--- src/rtl/frame_sequencer_pkg.sv ---
// Shared image-pipeline definitions: sequencer state encoding and the
// counter-width helper used to size col/row/flush counters.
package frame_sequencer_pkg;

  typedef enum logic [1:0] {
    StIdle  = 2'd0,
    StRun   = 2'd1,
    StFlush = 2'd2,
    StDone  = 2'd3
  } seq_state_e;

  // Width needed to hold 0..n-1; never below one bit so degenerate sizes stay legal.
  function automatic int unsigned clog2w(input int unsigned n);
    return (n <= 32'd2) ? 32'd1 : $clog2(n);
  endfunction

endpackage

--- src/rtl/frame_sequencer_counter.sv ---
// frame_counter: column/row position of the current pixel within a frame.
// Ports:
//   clock  - rising-edge clock
//   reset  - synchronous active-low reset
//   clear  - synchronous clear of col/row
//   inc    - advance by one pixel (col wraps at IMG_WIDTH-1 and bumps row)
//   col    - current column
//   row    - current row
//   last   - position is the final pixel of the frame
module frame_counter
  import frame_sequencer_pkg::*;
#(
  parameter int unsigned IMG_WIDTH  = 720,
  parameter int unsigned IMG_HEIGHT = 540
) (
  input  logic                          clock,
  input  logic                          reset,
  input  logic                          clear,
  input  logic                          inc,
  output logic [clog2w(IMG_WIDTH)-1:0]  col,
  output logic [clog2w(IMG_HEIGHT)-1:0] row,
  output logic                          last
);

  localparam int unsigned ColW = clog2w(IMG_WIDTH);
  localparam int unsigned RowW = clog2w(IMG_HEIGHT);
  localparam logic [ColW-1:0] ColLast = ColW'(IMG_WIDTH - 1);
  localparam logic [RowW-1:0] RowLast = RowW'(IMG_HEIGHT - 1);

  logic [ColW-1:0] col_q;
  logic [RowW-1:0] row_q;
  logic            col_wrap;
  logic            row_wrap;

  assign col_wrap = (col_q == ColLast);
  assign row_wrap = (row_q == RowLast);
  assign last     = col_wrap && row_wrap;
  assign col      = col_q;
  assign row      = row_q;

  always_ff @(posedge clock) begin
    if (!reset || clear) begin
      col_q <= '0;
      row_q <= '0;
    end else if (inc) begin
      if (col_wrap) begin
        col_q <= '0;
        row_q <= row_wrap ? '0 : row_q + 1'b1;
      end else begin
        col_q <= col_q + 1'b1;
      end
    end
  end

endmodule

--- src/rtl/frame_sequencer.sv ---
// frame_sequencer: moves one frame of pixels from a first-word-fall-through
// source FIFO into the pipeline input FIFO, then appends FLUSH_PIXELS zero
// pixels to drain the window stages.
// Ports:
//   clock, reset          - rising-edge clock, synchronous active-low reset
//   start, abort          - frame request / immediate termination
//   in_dout, in_empty     - source FIFO data and empty flag
//   in_rd_en              - source FIFO pop
//   out_din, out_wr_en    - pipeline FIFO data and push
//   out_full              - pipeline FIFO full
//   col, row              - position of the pixel being pushed
//   sof, eol              - first pixel of frame / last pixel of row (with push)
//   busy, frame_done      - not idle / one-cycle completion pulse
module frame_sequencer
  import frame_sequencer_pkg::*;
#(
  parameter int unsigned IMG_WIDTH    = 720,
  parameter int unsigned IMG_HEIGHT   = 540,
  parameter int unsigned DWIDTH       = 8,
  parameter int unsigned FLUSH_PIXELS = 2 * IMG_WIDTH + 2
) (
  input  logic                          clock,
  input  logic                          reset,
  input  logic                          start,
  input  logic                          abort,
  input  logic [DWIDTH-1:0]             in_dout,
  input  logic                          in_empty,
  output logic                          in_rd_en,
  output logic [DWIDTH-1:0]             out_din,
  input  logic                          out_full,
  output logic                          out_wr_en,
  output logic [clog2w(IMG_WIDTH)-1:0]  col,
  output logic [clog2w(IMG_HEIGHT)-1:0] row,
  output logic                          sof,
  output logic                          eol,
  output logic                          busy,
  output logic                          frame_done
);

  localparam int unsigned ColW   = clog2w(IMG_WIDTH);
  localparam int unsigned FlushW = clog2w(FLUSH_PIXELS);
  localparam logic [ColW-1:0]   ColLast   = ColW'(IMG_WIDTH - 1);
  localparam logic [FlushW-1:0] FlushLast = FlushW'((FLUSH_PIXELS == 0) ? 0 : FLUSH_PIXELS - 1);
  localparam bit HasFlush = (FLUSH_PIXELS != 0);

  seq_state_e        state_q;
  logic [FlushW-1:0] flush_cnt_q;
  logic              active;
  logic              run_xfer;
  logic              flush_push;
  logic              last;

  // Reset and abort both suppress any transfer in the cycle they are seen.
  assign active     = reset && !abort;
  assign run_xfer   = active && (state_q == StRun) && !in_empty && !out_full;
  assign flush_push = active && (state_q == StFlush) && !out_full;

  assign in_rd_en   = run_xfer;
  assign out_wr_en  = run_xfer || flush_push;
  assign out_din    = run_xfer ? in_dout : '0;
  assign sof        = run_xfer && (col == '0) && (row == '0);
  assign eol        = run_xfer && (col == ColLast);
  assign busy       = (state_q != StIdle);
  assign frame_done = active && (state_q == StDone);

  // Held clear while idle so every frame starts at (0,0).
  frame_counter #(
    .IMG_WIDTH  (IMG_WIDTH),
    .IMG_HEIGHT (IMG_HEIGHT)
  ) u_frame_counter (
    .clock (clock),
    .reset (reset),
    .clear (abort || (state_q == StIdle)),
    .inc   (run_xfer),
    .col   (col),
    .row   (row),
    .last  (last)
  );

  always_ff @(posedge clock) begin
    if (!reset || abort) begin
      state_q     <= StIdle;
      flush_cnt_q <= '0;
    end else begin
      unique case (state_q)
        StIdle: begin
          if (start) state_q <= StRun;
        end
        StRun: begin
          if (run_xfer && last) state_q <= HasFlush ? StFlush : StDone;
        end
        StFlush: begin
          if (flush_push) begin
            if (flush_cnt_q == FlushLast) begin
              flush_cnt_q <= '0;
              state_q     <= StDone;
            end else begin
              flush_cnt_q <= flush_cnt_q + 1'b1;
            end
          end
        end
        StDone: begin
          state_q <= StIdle;
        end
      endcase
    end
  end

endmodule

--- config.mk ---
export PLATFORM = sky130hd
export DESIGN_NAME = frame_sequencer
export DESIGN_NICKNAME = d
export VERILOG_FILES = /design/src/rtl/frame_sequencer_pkg.sv /design/src/rtl/frame_sequencer_counter.sv /design/src/rtl/frame_sequencer.sv
export SDC_FILE = /design/constraint.sdc
export NUM_CORES = 1
export LEC_CHECK = 0
export CAP_MARGIN = 0
export CORE_ASPECT_RATIO = 0.5
export CORE_MARGIN = 2
export CORE_UTILIZATION = 50
export CTS_BUF_LIST = sky130_fd_sc_hd__clkbuf_8 sky130_fd_sc_hd__clkbuf_16
export DETAILED_ROUTE_END_ITERATION = 10
export PLACE_DENSITY = 0.82
export SYNTH_ARGS = -nofsm -noshare
export SYNTH_HDL_FRONTEND = slang
export SYNTH_SLANG_ARGS = --single-unit
--- constraint.sdc ---
create_clock -name clock -period 3.7 [get_ports clock]
set_clock_uncertainty 0.15 [all_clocks]
set_input_delay 0.37 -clock clock [delete_from_list [all_inputs] [get_ports clock]]
set_output_delay 0.37 -clock clock [all_outputs]
set_load 0.05 [all_outputs]
Word-level counts from Yosys, hierarchy flattened
Cells that the tools add are included.

storage, ports and cells
  ROM bits = 0
  bits in writable memories = 0
  register bits after elaboration = 33
  bits of input ports = 14
  word-level logic and storage cells = 53
  output and inout bits = 34
  bits in latches = 0
  memories = 0

operators by class
  multiply operators = 0
  eq/ne operators = 10
  shifts and indexed selects = 0
  add/subtract/negate cells = 3
  magnitude comparators = 0
  muxes and demuxes = 9
  bitwise operators = 0
  div/mod/pow operators = 0
  reduce and logical (&&, ||, !) cells = 27

operators by type and width
  operator                                                                 number
  10-bit by 1-bit adder with 10-bit output, second input constant          2
  10-bit == test, second input constant                                    2
  10-bit logical NOT                                                       2
  10-bit 2-to-1 mux                                                        2
  1-bit logical AND                                                        12
  11-bit by 1-bit adder with 11-bit output, second input constant          1
  11-bit == test, second input constant                                    1
  11-bit 2-to-1 mux                                                        1
  2-bit 2-to-1 mux                                                         4
  8-bit 2-to-1 mux                                                         1
  2-bit case mux with 4 select lines                                       1
  2-bit == test, second input constant                                     2
  1-bit logical NOT                                                        4
  1-bit logical OR                                                         4
  2-bit by 1-bit inequality test with 1-bit output, second input constant  2
  2-bit inequality test, second input constant                             2
  2-bit AND reduction                                                      2
  4-bit AND reduction                                                      1
  2-bit by 1-bit == test with 1-bit output, second input constant          1
  2-bit logical NOT                                                        1
  2-bit nonzero test                                                       1

Logic depth before layout (Yosys ltp)
Gate-level depths: netlist of the first run.

  depth after elaboration = 8
  depth in mapped cells = 8
  gate-level depth less buffers = 7

Modules after synthesis
From an unflattened synthesis of the first run, not the netlist that was laid out.

second synthesis, totals
  cell total of the unflattened synthesis = 215
  area total of the unflattened synthesis = 1903.1 sq um

by module, submodules not included
  module           seq. area each (sq um)  area each (sq um)  times used  cells an instance
  frame_counter    400.4                   975.9              1           109
  frame_sequencer  260.2                   927.1              1           106

Worst setup path before layout of the first run
OpenSTA, ideal clock, no wires.

  path kind = register to output
  start = reg u_frame_counter.row_q[3], in the netlist u_frame_counter.row[3]
  end = out sof
  data arrival time = 2.867 ns
  buffers on the path = 0
  slack = 0.313 ns
  required time = 3.180 ns
  cell stages (with the launch flop) = 5
  cell sequence = dfxtp_1 -> or4_1 -> nor4_1 -> nand4_1 -> nor4_1

on the way
  word-level cells in the longest chain between the ends = 2

ends and longest elaborated chain
  element                 line                           source
  start, declared         frame_sequencer_counter.sv:31  logic [RowW-1:0] row_q;
  start signal, assigned  frame_sequencer_counter.sv:48  row_q <= row_wrap ? '0 : row_q + 1'b1;
  10-bit logical NOT      frame_sequencer.sv:61          assign sof = run_xfer && (col == '0) && (row == '0);
  1-bit logical AND       frame_sequencer.sv:61
  end, declared           frame_sequencer.sv:34          output logic sof,

No other way between the ends.

Worst setup path after layout of the first run
  start = in out_full
  end = out eol

on the way
  word-level cells in the longest chain between the ends = 3

ends and longest elaborated chain
  element            line                   source
  start, declared    frame_sequencer.sv:30  input logic out_full,
  1-bit logical NOT  frame_sequencer.sv:55  assign run_xfer = active && (state_q == StRun) && !in_empty && !out_full;
  1-bit logical AND  frame_sequencer.sv:55
  1-bit logical AND  frame_sequencer.sv:62  assign eol = run_xfer && (col == ColLast);
  end, declared      frame_sequencer.sv:35  output logic eol,

No other way between the ends.

==> results.py, run 1 <==
metrics = {
    "place": {
        "dpl.hpwl_um": 3119,
        "post_dp_cell_area_mm2": 0.002355,
        "gp_congestion": 0.8474,
        "io_buffers": 47,
    },
    "logic_synthesis": {
        "syn_nets": 232,
        "synthSimpleGateAreaFrac_pct": 36.51,
        "synth.area.mux_share_pct": 0,
        "yosysWarnings": 0,
        "syn-mean-instance-area_um2": 8.716,
        "synth-compound-area-share_pct": 3.865,
        "syn_area_mm2": 0.001813,
        "synth_top_area_share_pct": 36.44,
        "synth_fa_ha_area_share_pct": 6.901,
        "synth_top_cell_by_area": "dfxtp_1",
        "synth_xor_area_share_pct": 13.04,
        "ys_seq_area_share_pct": 36.44,
        "ys_ff_latch": 33,
        "synthArstFlopShare_pct": 0,
        "synth_cell_types": 44,
        "synth_top_family_by_area": "simple AND/OR/NAND/NOR gates",
        "synth_top_flop_cell": "dfxtp_1",
        "syn_inst": 208,
        "synth.area.top_cells": "dfxtp_1 36%, xor2_1 8.2%, ha_1 6.9%",
        "synth_edf_count": 0,
    },
    "sta": {
        "hold_violations": 0,
        "slew_violations": 0,
        "slew_headroom_pct": 44.85,
        "fmax_mhz": 331.6,
        "rsz0062_at_grt": "false",
        "period_share_pct": 81.50,
        "worst_pin_slew_ns": 0.8209,
        "period_needed_ns": 3.015,
        "setup_tns_ns": 0,
        "setup_viol": 0,
    },
    "final_layout": {
        "nFillCells": 287,
        "design_area_mm2": 0.002471,
        "final_layout_size_suffix_gt1_share_pct": 9.506,
        "areaGrowthSynthToFinish_pct": 36.30,
        "final_util_pct": 71.56,
        "antennaDiodeCount": 0,
        "nets": 286,
    },
    "cts": {
        "post-cts-setup-buffers": 0,
        "clock_path_buffers": 2,
        "clock_sinks": 33,
        "cts_tree": "yes",
        "ctsHtreeMaxLevel": 2,
        "clk_latency_ns": 0.29,
        "cts_buffers": 5,
        "hold_buffers": 0,
        "clkTransAtPathRegs_ns": 0.06,
        "ctsResizeCount": 0,
        "cts_root_buf": "clkbuf_8",
    },
    "global_routing": {
        "grt_overflow": 0,
        "gr-usage-all-layers_pct": 21.84,
        "grt_pass1_vias": 1473,
        "antenna_found_initial": 0,
        "grt_pass1_wl_um": 6713,
        "grt_max_degree": 15,
    },
    "detailed_routing": {
        "drcViolationCount": 0,
        "vias": 1653,
        "wl_um": 4228,
        "post_drt_wl_per_cell_um": 13.46,
        "drt_first_pass_iters": 4,
        "via_per_inst": 5.264,
        "drtIter0Drc": 73,
        "drt.antenna.violating_nets": 0,
    },
    "critical_path": {
        "critPathSlowestCell": "clkdlybuf4s50_1",
        "crit_top_cell": "clkdlybuf4s50_1",
        "crit_path_start_kind": "input port",
        "critPathBufInv": 3,
        "worstPathRequired_ns": 3.18,
        "crit_type": "input port to primary output",
        "worstPathArrival_ns": 2.50,
        "crit_chain": "clkdlybuf4s50_1 -> nand4bb_4 -> nor4_4 -> buf_4 -> clkdlybuf4s50_1",
        "rrSetupSlack_ns": 1.24,
        "worstPathMaxFanout": 9,
        "timing.rr.end": "state_q[1]$_SDFFE_PP0P_",
        "r2r_cells": 6,
        "max_stage_delay_ns": 0.81,
        "critPathTopFamily": "buffers and inverters",
        "crit-reg2reg-launch": "u_frame_counter.col[0]$_SDFFE_PP0N_",
        "cp-end-kind": "primary output",
    },
    "power_and_ir_drop": {
        "fin_total_pwr_mw": 0.7571,
        "netSwitchingPower_mw": 0.1603,
        "leakagePower_nw": 0.9181,
        "p_seq_share_pct": 47.2,
        "p_per_area_mw_per_mm2": 306.4,
        "irDropWorstVdd_mv": 0.2636,
        "internal_power_mw": 0.5968,
        "comb_power_share_pct": 6.5,
        "switching_share_pct": 21.17,
        "power_frac_clock_pct": 46.3,
    },
    "die": {
        "start_util_pct": 52.50,
        "rows": 15,
        "dieArea_mm2": 0.004153,
        "die_x_um": 89.16,
        "dieHeight_um": 46.58,
        "fp.coreArea_mm2": 0.003453,
        "ios": 48,
    },
    "min_path": {
        "hp-class": "register to register",
        "whs_path_depth": 2,
        "hold_start": "flush_cnt_q[8]$_SDFFE_PP0P_",
        "hold-path-endpoint": "flush_cnt_q[8]$_SDFFE_PP0P_",
    },
    "status": {
        "outcome": "finished clean",
    },
    "run": {
        "maxCapViolCount": 0,
    },
}
logic make-up (layout without fill, tap and decap cells):
kind of cell	Yosys count	count (layout)
fa+ha+maj	10	10
simple gates	112	112
xor+xnor	27	27
flops	33	33
compound gates	11	11
buf+inv	15	70
routing by layer:
layer | wire length, um | global-route usage, % | vias up
li1 | - | - | 836
met1 | 1999 | 27.91 | 769
met2 | 1991 | 35.56 | 44
met3 | 203 | 5.914 | 4
met4 | 34 | 8.955 | 0
met5 | 0 | 0 | -
placed cells by master, fill, tap and decap left out, drive strengths merged:
cell / Yosys / layout
nor4: 5 / 5
buf: 2 / 6
a21oi: 3 / 3
or4: 2 / 2
inv: 11 / 12
nor3: 9 / 9
a31oi: 1 / 1
o31ai: 1 / 1
or3b: 1 / 1
bufinv: 0 / 1
and2: 1 / 1
nand3: 6 / 6
or2: 1 / 1
or4b: 1 / 1
nand4b: 1 / 1
and4b: 1 / 1
nor2: 31 / 31
nor4bb: 1 / 1
nand2b: 1 / 1
clkbuf: 2 / 6
nor2b: 3 / 3
and4: 1 / 1
clkdlybuf4s50: 0 / 45
ha: 10 / 10
a21boi: 1 / 1
nor4b: 1 / 1
and3: 14 / 14
nand2: 12 / 12
nor3b: 2 / 2
o2bb2ai: 1 / 1
nand4bb: 1 / 1
dfxtp: 33 / 33
nand4: 14 / 14
xnor2: 10 / 10
xor2: 17 / 17
o21ai: 2 / 2
or3: 3 / 3
o211ai: 1 / 1
a211oi: 1 / 1
through the flow:
step	hold WS, ns	setup slack, ns	instances
CTS	0.3709	0.7038	314
global route	0.4037	0.6143	314
finish	0.3711	0.6845	314
global placement	0.3409	0.7691	306
detailed placement	0.3592	0.7209	306
floorplan	0.3172	0.3132	208
worst min-delay path: stages (launching register included):
cell and delay, ns:
dfxtp_1 0.33, o21ai_0 0.08, a21oi_1 0.06
sequential cells by signal, summed over array words and instances (netlist names):
signal               flops
state_q                  2
u_frame_counter.col     10
flush_cnt_q             11
u_frame_counter.row     10
layout make-up:
class,instances,area (um2),area share [%]
multi-input cells,160,1094,44.25
flip-flops and latches,33,660.6,26.73
repair buffers,51,495.5,20.05
clock buffers,6,82.58,3.342
well taps,51,63.81,2.582
inverters,11,41.29,1.671
clock inverters,2,33.78,1.367
power groups by stage:
stage / Combinational (mW) / Clock, mW / Sequential (mW)
floorplan: 0.0257 / 0 / 0.365
global placement: 0.0481 / 0 / 0.365
CTS: 0.0495 / 0.356 / 0.357
detailed placement: 0.0494 / 0 / 0.365
global route: 0.0536 / 0.366 / 0.357
finish: 0.0495 / 0.350 / 0.357
synth_stat cells (3+ instances only):
master and n:
xor2_1 17, xnor2_1 10, ha_1 10, nand2_1 12
nor2b_1 3, nor2_1 31, nor3_1 9, nor4_1 3
dfxtp_1 33, nand4_1 14, inv_1 11, a21oi_1 3
and3_1 11, nand3_1 5, and3_2 3
worst max path at each step:
stage                                         from  endpoint  slack (ns)  cells past startpoint
5_1_grt                    state_q[1]$_SDFFE_PP0P_  in_rd_en        0.61                      7
4_1_cts                                   out_full       eol        0.70                      5
2_1_floorplan  u_frame_counter.row[3]$_SDFFE_PP0P_       sof        0.31                      4
6_report                                  out_full       eol        0.68                      5
3_3_place_gp                              out_full       eol        0.77                      5
3_5_place_dp                              out_full       eol        0.72                      5
Note: power is estimated with default switching activity, not from simulation.
==> run 2: changes to the inputs <==
--- a/config.mk
+++ b/config.mk
@@ -8,10 +8,10 @@
 export CAP_MARGIN = 0
 export CORE_ASPECT_RATIO = 0.5
 export CORE_MARGIN = 2
-export CORE_UTILIZATION = 50
+export CORE_UTILIZATION = 43
 export CTS_BUF_LIST = sky130_fd_sc_hd__clkbuf_8 sky130_fd_sc_hd__clkbuf_16
 export DETAILED_ROUTE_END_ITERATION = 10
-export PLACE_DENSITY = 0.82
+export PLACE_DENSITY = 0.75
 export SYNTH_ARGS = -nofsm -noshare
 export SYNTH_HDL_FRONTEND = slang
 export SYNTH_SLANG_ARGS = --single-unit
==> constraint.sdc (replaced) <==
create_clock -name clock -period 2.7 [get_ports clock]
set_clock_uncertainty 0.15 [all_clocks]
set_input_delay 0.27 -clock clock [delete_from_list [all_inputs] [get_ports clock]]
set_output_delay 0.27 -clock clock [all_outputs]
set_load 0.05 [all_outputs]
==> results.py, run 2 (synthesized netlist as in run 1, its figures left out) <==
metrics = {
    "sta": {
        "slew_violations": 0,
        "setup_viol": 0,
        "holdWs_ns": 0.3574,
        "period_needed_ns": 2.524,
        "setup_tns_ns": 0,
        "rsz0062_at_grt": "false",
        "hold_violations": 0,
        "fmax_mhz": 396.2,
        "slew_headroom_pct": 61.26,
        "worst_pin_slew_ns": 0.5768,
        "period_share_pct": 93.48,
    },
    "place": {
        "dpl.hpwl_um": 3552,
        "gp_congestion": 0.8142,
        "io_buffers": 47,
    },
    "power_and_ir_drop": {
        "p_per_area_mw_per_mm2": 354.1,
        "irDropWorstVdd_mv": 0.2207,
        "leakagePower_nw": 0.9651,
    },
    "status": {
        "outcome": "finished clean",
    },
    "critical_path": {
        "crit_type": "register to primary output",
        "worstPathRequired_ns": 2.28,
        "worstPathArrival_ns": 2.10,
        "crit_path_start_kind": "register",
        "worstPathMaxFanout": 7,
        "cp-end-kind": "primary output",
    },
    "global_routing": {
        "grt_max_degree": 14,
        "grt_pass1_vias": 1581,
        "grt_overflow": 0,
        "gr-usage-all-layers_pct": 21.08,
        "grt_pass1_wl_um": 7672,
        "antenna_found_initial": 0,
    },
    "die": {
        "fp.coreArea_mm2": 0.003964,
        "ios": 48,
        "die_x_um": 95.83,
        "dieArea_mm2": 0.004783,
        "start_util_pct": 45.74,
        "rows": 16,
        "dieHeight_um": 49.92,
    },
    "min_path": {
        "hp-class": "register to register",
    },
    "final_layout": {
        "top_register": "flush_cnt_q",
        "final_layout_size_suffix_gt1_share_pct": 14.83,
        "final_common_cell": "clkdlybuf4s50_1",
        "nFillCells": 338,
        "final_cell_mix": "34 x clkdlybuf4s50_1, 31 x nor2_1, 31 x dfxtp_1, 17 x xor2_1, 14 x nand4_1",
        "final_util_pct": 65.44,
        "antennaDiodeCount": 0,
        "nets": 286,
        "multi_input_area_mm2": 0.001109,
        "register_area_um2": 663.1,
        "areaGrowthSynthToFinish_pct": 43.06,
        "largest_register_ffs": 11,
    },
    "cts": {
        "clock_path_buffers": 2,
        "clock_sinks": 33,
        "cts_buffers": 5,
        "clkTransAtPathRegs_ns": 0.07,
        "cts_tree": "yes",
        "post-cts-setup-buffers": 0,
        "ctsHtreeMaxLevel": 2,
        "hold_buffers": 0,
        "clk_latency_ns": 0.28,
        "ctsResizeCount": 0,
        "cts_root_buf": "clkbuf_8",
    },
    "detailed_routing": {
        "wl_um": 4606,
        "via_per_inst": 5.284,
        "vias": 1675,
        "drt_first_pass_iters": 4,
        "drt.antenna.violating_nets": 0,
        "routed.top_layer": "met4",
        "post_drt_wl_per_cell_um": 14.53,
        "dr_wl_met2_um": 2168,
        "drcViolationCount": 0,
        "wl_met3_um": 209,
        "drtIter0Drc": 43,
        "met1_length_um": 2155,
    },
    "run": {
        "maxCapViolCount": 0,
    },
}
## run 2: layout make-up
cell class / count / share of cell area [%]
Tap cell: 54 / 2.605
Multi-Input combinational cell: 160 / 42.74
Clock inverter: 3 / 0.5306
Clock buffer: 5 / 2.653
Timing Repair Buffer: 51 / 24.31
Inverter: 11 / 1.592
Sequential cell: 33 / 25.57
## run 2: report_power, final
part | switching [mW] | internal [mW] | total (mW)
clock network | 0.181 | 0.175 | 0.356
logic | 0.0380 | 0.0351 | 0.0731
registers | 0.00137 | 0.488 | 0.489
total | 0.221 | 0.698 | 0.918
## run 2: layer usage
layer,vias to the layer above,global-route usage [%]
li1,835,-
met1,794,28.36
met2,37,32.40
met3,9,5.810
met4,0,7.381
met5,-,0
## run 2: critical path, cell delays in order, from the launching register on
cell and delay (ns):
dfxtp_1 0.37, or4_1 0.52, nor4_1 0.23, nand4_1 0.20, nor4_4 0.31, buf_12 0.18
## run 2: path summary, 6_finish.rpt
kind	startpoint	endpoint	slack, ns	cells after the start
worst min-delay path	flush_cnt_q[8]$_SDFFE_PP0P_	flush_cnt_q[8]$_SDFFE_PP0P_	0.36	2
worst max-delay path	u_frame_counter.row[3]$_SDFFE_PP0P_	sof	0.18	5
worst max register to register	u_frame_counter.col[5]$_SDFFE_PP0N_	u_frame_counter.row[5]$_SDFFE_PP0P_	0.49	5
worst min register to register	flush_cnt_q[8]$_SDFFE_PP0P_	flush_cnt_q[8]$_SDFFE_PP0P_	0.36	2
## run 2: metrics by stage
stage / power, mW / setup WS (ns) / instances / cell area, um2
2_1_floorplan: 0.5357 / 0.006876 / 208 / 1831
4_1_cts: 0.9276 / 0.1624 / 317 / 2594
5_1_grt: 0.9570 / 0.05381 / 317 / 2594
3_3_place_gp: 0.5696 / 0.4580 / 309 / 2511
3_5_place_dp: 0.5731 / 0.3977 / 309 / 2511
6_report: 0.9183 / 0.1761 / 317 / 2594
==> run 3: changes to the inputs <==
--- a/config.mk
+++ b/config.mk
@@ -9,7 +9,6 @@
 export CORE_ASPECT_RATIO = 0.5
 export CORE_MARGIN = 2
 export CORE_UTILIZATION = 43
-export CTS_BUF_LIST = sky130_fd_sc_hd__clkbuf_8 sky130_fd_sc_hd__clkbuf_16
 export DETAILED_ROUTE_END_ITERATION = 10
 export PLACE_DENSITY = 0.75
 export SYNTH_ARGS = -nofsm -noshare
==> results.py, run 3 (synthesized netlist as in run 1, its figures left out) <==
metrics = {
    "final_layout": {
        "design_area_mm2": 0.002594,
        "top_register": "flush_cnt_q",
        "areaGrowthSynthToFinish_pct": 43.06,
        "largest_register_ffs": 11,
        "final_common_cell": "clkdlybuf4s50_1",
        "antennaDiodeCount": 0,
        "nets": 286,
        "final_util_pct": 65.44,
        "nFillCells": 338,
        "multi_input_area_mm2": 0.001109,
        "final_cell_mix": "34 x clkdlybuf4s50_1, 31 x nor2_1, 31 x dfxtp_1, 17 x xor2_1, 14 x nand4_1",
        "final_layout_size_suffix_gt1_share_pct": 14.83,
        "register_area_um2": 663.1,
    },
    "cts": {
        "cts_tree": "yes",
        "clk_latency_ns": 0.28,
        "cts_root_buf": "clkbuf_8",
        "ctsHtreeMaxLevel": 2,
        "post-cts-setup-buffers": 0,
        "ctsResizeCount": 0,
        "clkTransAtPathRegs_ns": 0.07,
        "clock_sinks": 33,
        "clock_path_buffers": 2,
        "cts_buffers": 5,
        "hold_buffers": 0,
    },
    "min_path": {
        "hp-class": "register to register",
        "hold_start": "flush_cnt_q[8]$_SDFFE_PP0P_",
    },
    "critical_path": {
        "crit_type": "register to primary output",
        "crit-reg2reg-launch": "u_frame_counter.col[5]$_SDFFE_PP0N_",
        "worstPathMaxFanout": 7,
        "critPathSlowestCell": "or4_1",
        "worstPathRequired_ns": 2.28,
        "cp-end-kind": "primary output",
        "crit_path_start_kind": "register",
        "crit_start": "u_frame_counter.row[3]$_SDFFE_PP0P_",
        "worstPathArrival_ns": 2.10,
        "crit_chain": "or4_1 -> nor4_1 -> nand4_1 -> nor4_4 -> buf_12",
        "max_stage_delay_ns": 0.52,
    },
    "die": {
        "start_util_pct": 45.74,
        "dieArea_mm2": 0.004783,
        "die_x_um": 95.83,
        "rows": 16,
        "fp.coreArea_mm2": 0.003964,
        "ios": 48,
        "dieHeight_um": 49.92,
    },
    "run": {
        "maxCapViolCount": 0,
    },
    "detailed_routing": {
        "drtIter0Drc": 43,
        "via_per_inst": 5.284,
        "post_drt_wl_per_cell_um": 14.53,
        "drt.antenna.violating_nets": 0,
        "vias": 1675,
        "drcViolationCount": 0,
        "drt_first_pass_iters": 4,
        "wl_um": 4607,
    },
    "power_and_ir_drop": {
        "p_per_area_mw_per_mm2": 355.5,
        "leakagePower_nw": 0.9610,
        "irDropWorstVdd_mv": 0.2211,
    },
    "place": {
        "place_ws_ns": 0.3977,
        "dpl.hpwl_um": 3552,
        "gp_congestion": 0.8142,
        "io_buffers": 47,
        "post_dp_cell_area_mm2": 0.002511,
    },
    "global_routing": {
        "antenna_found_initial": 0,
        "gr-usage-all-layers_pct": 21.08,
        "grt_pass1_wl_um": 7672,
        "grt_pass1_vias": 1581,
        "grt_max_degree": 14,
        "grt_overflow": 0,
    },
    "sta": {
        "setup_tns_ns": 0,
        "rsz0062_at_grt": "false",
        "period_share_pct": 93.48,
        "period_needed_ns": 2.524,
        "worst_pin_slew_ns": 0.5768,
        "fin_ws_ns": 0.1761,
        "fmax_mhz": 396.2,
        "setup_viol": 0,
        "slew_violations": 0,
        "hold_violations": 0,
        "slew_headroom_pct": 61.26,
    },
    "status": {
        "outcome": "finished clean",
    },
}
[run 3: cell types whose count changed in the layout (fill, tap and decap cells not counted), sizes merged]
cell,previous run,this run
inv,12,11
clkbuf,5,6
[run 3: final cells by class]
class | instances | area share (%)
Clock buffer | 6 | 2.798
Clock inverter | 2 | 0.3859
Inverter | 11 | 1.592
Multi-Input combinational cell | 160 | 42.74
Sequential cell | 33 | 25.57
Tap cell | 54 | 2.605
Timing Repair Buffer | 51 | 24.31
[run 3: critical path, delay by kind of cell (launching register included)]
kind	cells	cell delay (ns)
simple gates	4	1.26
flops	1	0.37
buf+inv	1	0.18
[run 3: routing by layer]
metal	track usage, %	wire (um)	share of wire [%]
met1	28.36	2156	47
met5	0	0	0
met2	32.40	2168	47
met4	7.381	73	1.6
met3	5.810	209	4.5
[run 3: final timing paths]
check | endpoint | slack, ns | depth (start not counted)
worst min register to register | flush_cnt_q[8]$_SDFFE_PP0P_ | 0.36 | 2
worst min-delay path | flush_cnt_q[8]$_SDFFE_PP0P_ | 0.36 | 2
worst max-delay path | sof | 0.18 | 5
worst max register to register | u_frame_counter.row[5]$_SDFFE_PP0P_ | 0.49 | 5
[run 3: power breakdown]
group / internal, mW / switching [mW] / leakage (nW)
combinational: 0.0351 / 0.0380 / 0.649
sequential: 0.488 / 0.00137 / 0.267
clock: 0.179 / 0.181 / 0.0450
total: 0.702 / 0.220 / 0.961
[run 3: stage by stage]
step	std cells	power, mW	hold slack [ns]
floorplan	208	0.5357	0.3172
global placement	309	0.5696	0.3379
detailed placement	309	0.5731	0.3452
CTS	317	0.9310	0.3601
global route	317	0.9604	0.3981
finish	317	0.9221	0.3574
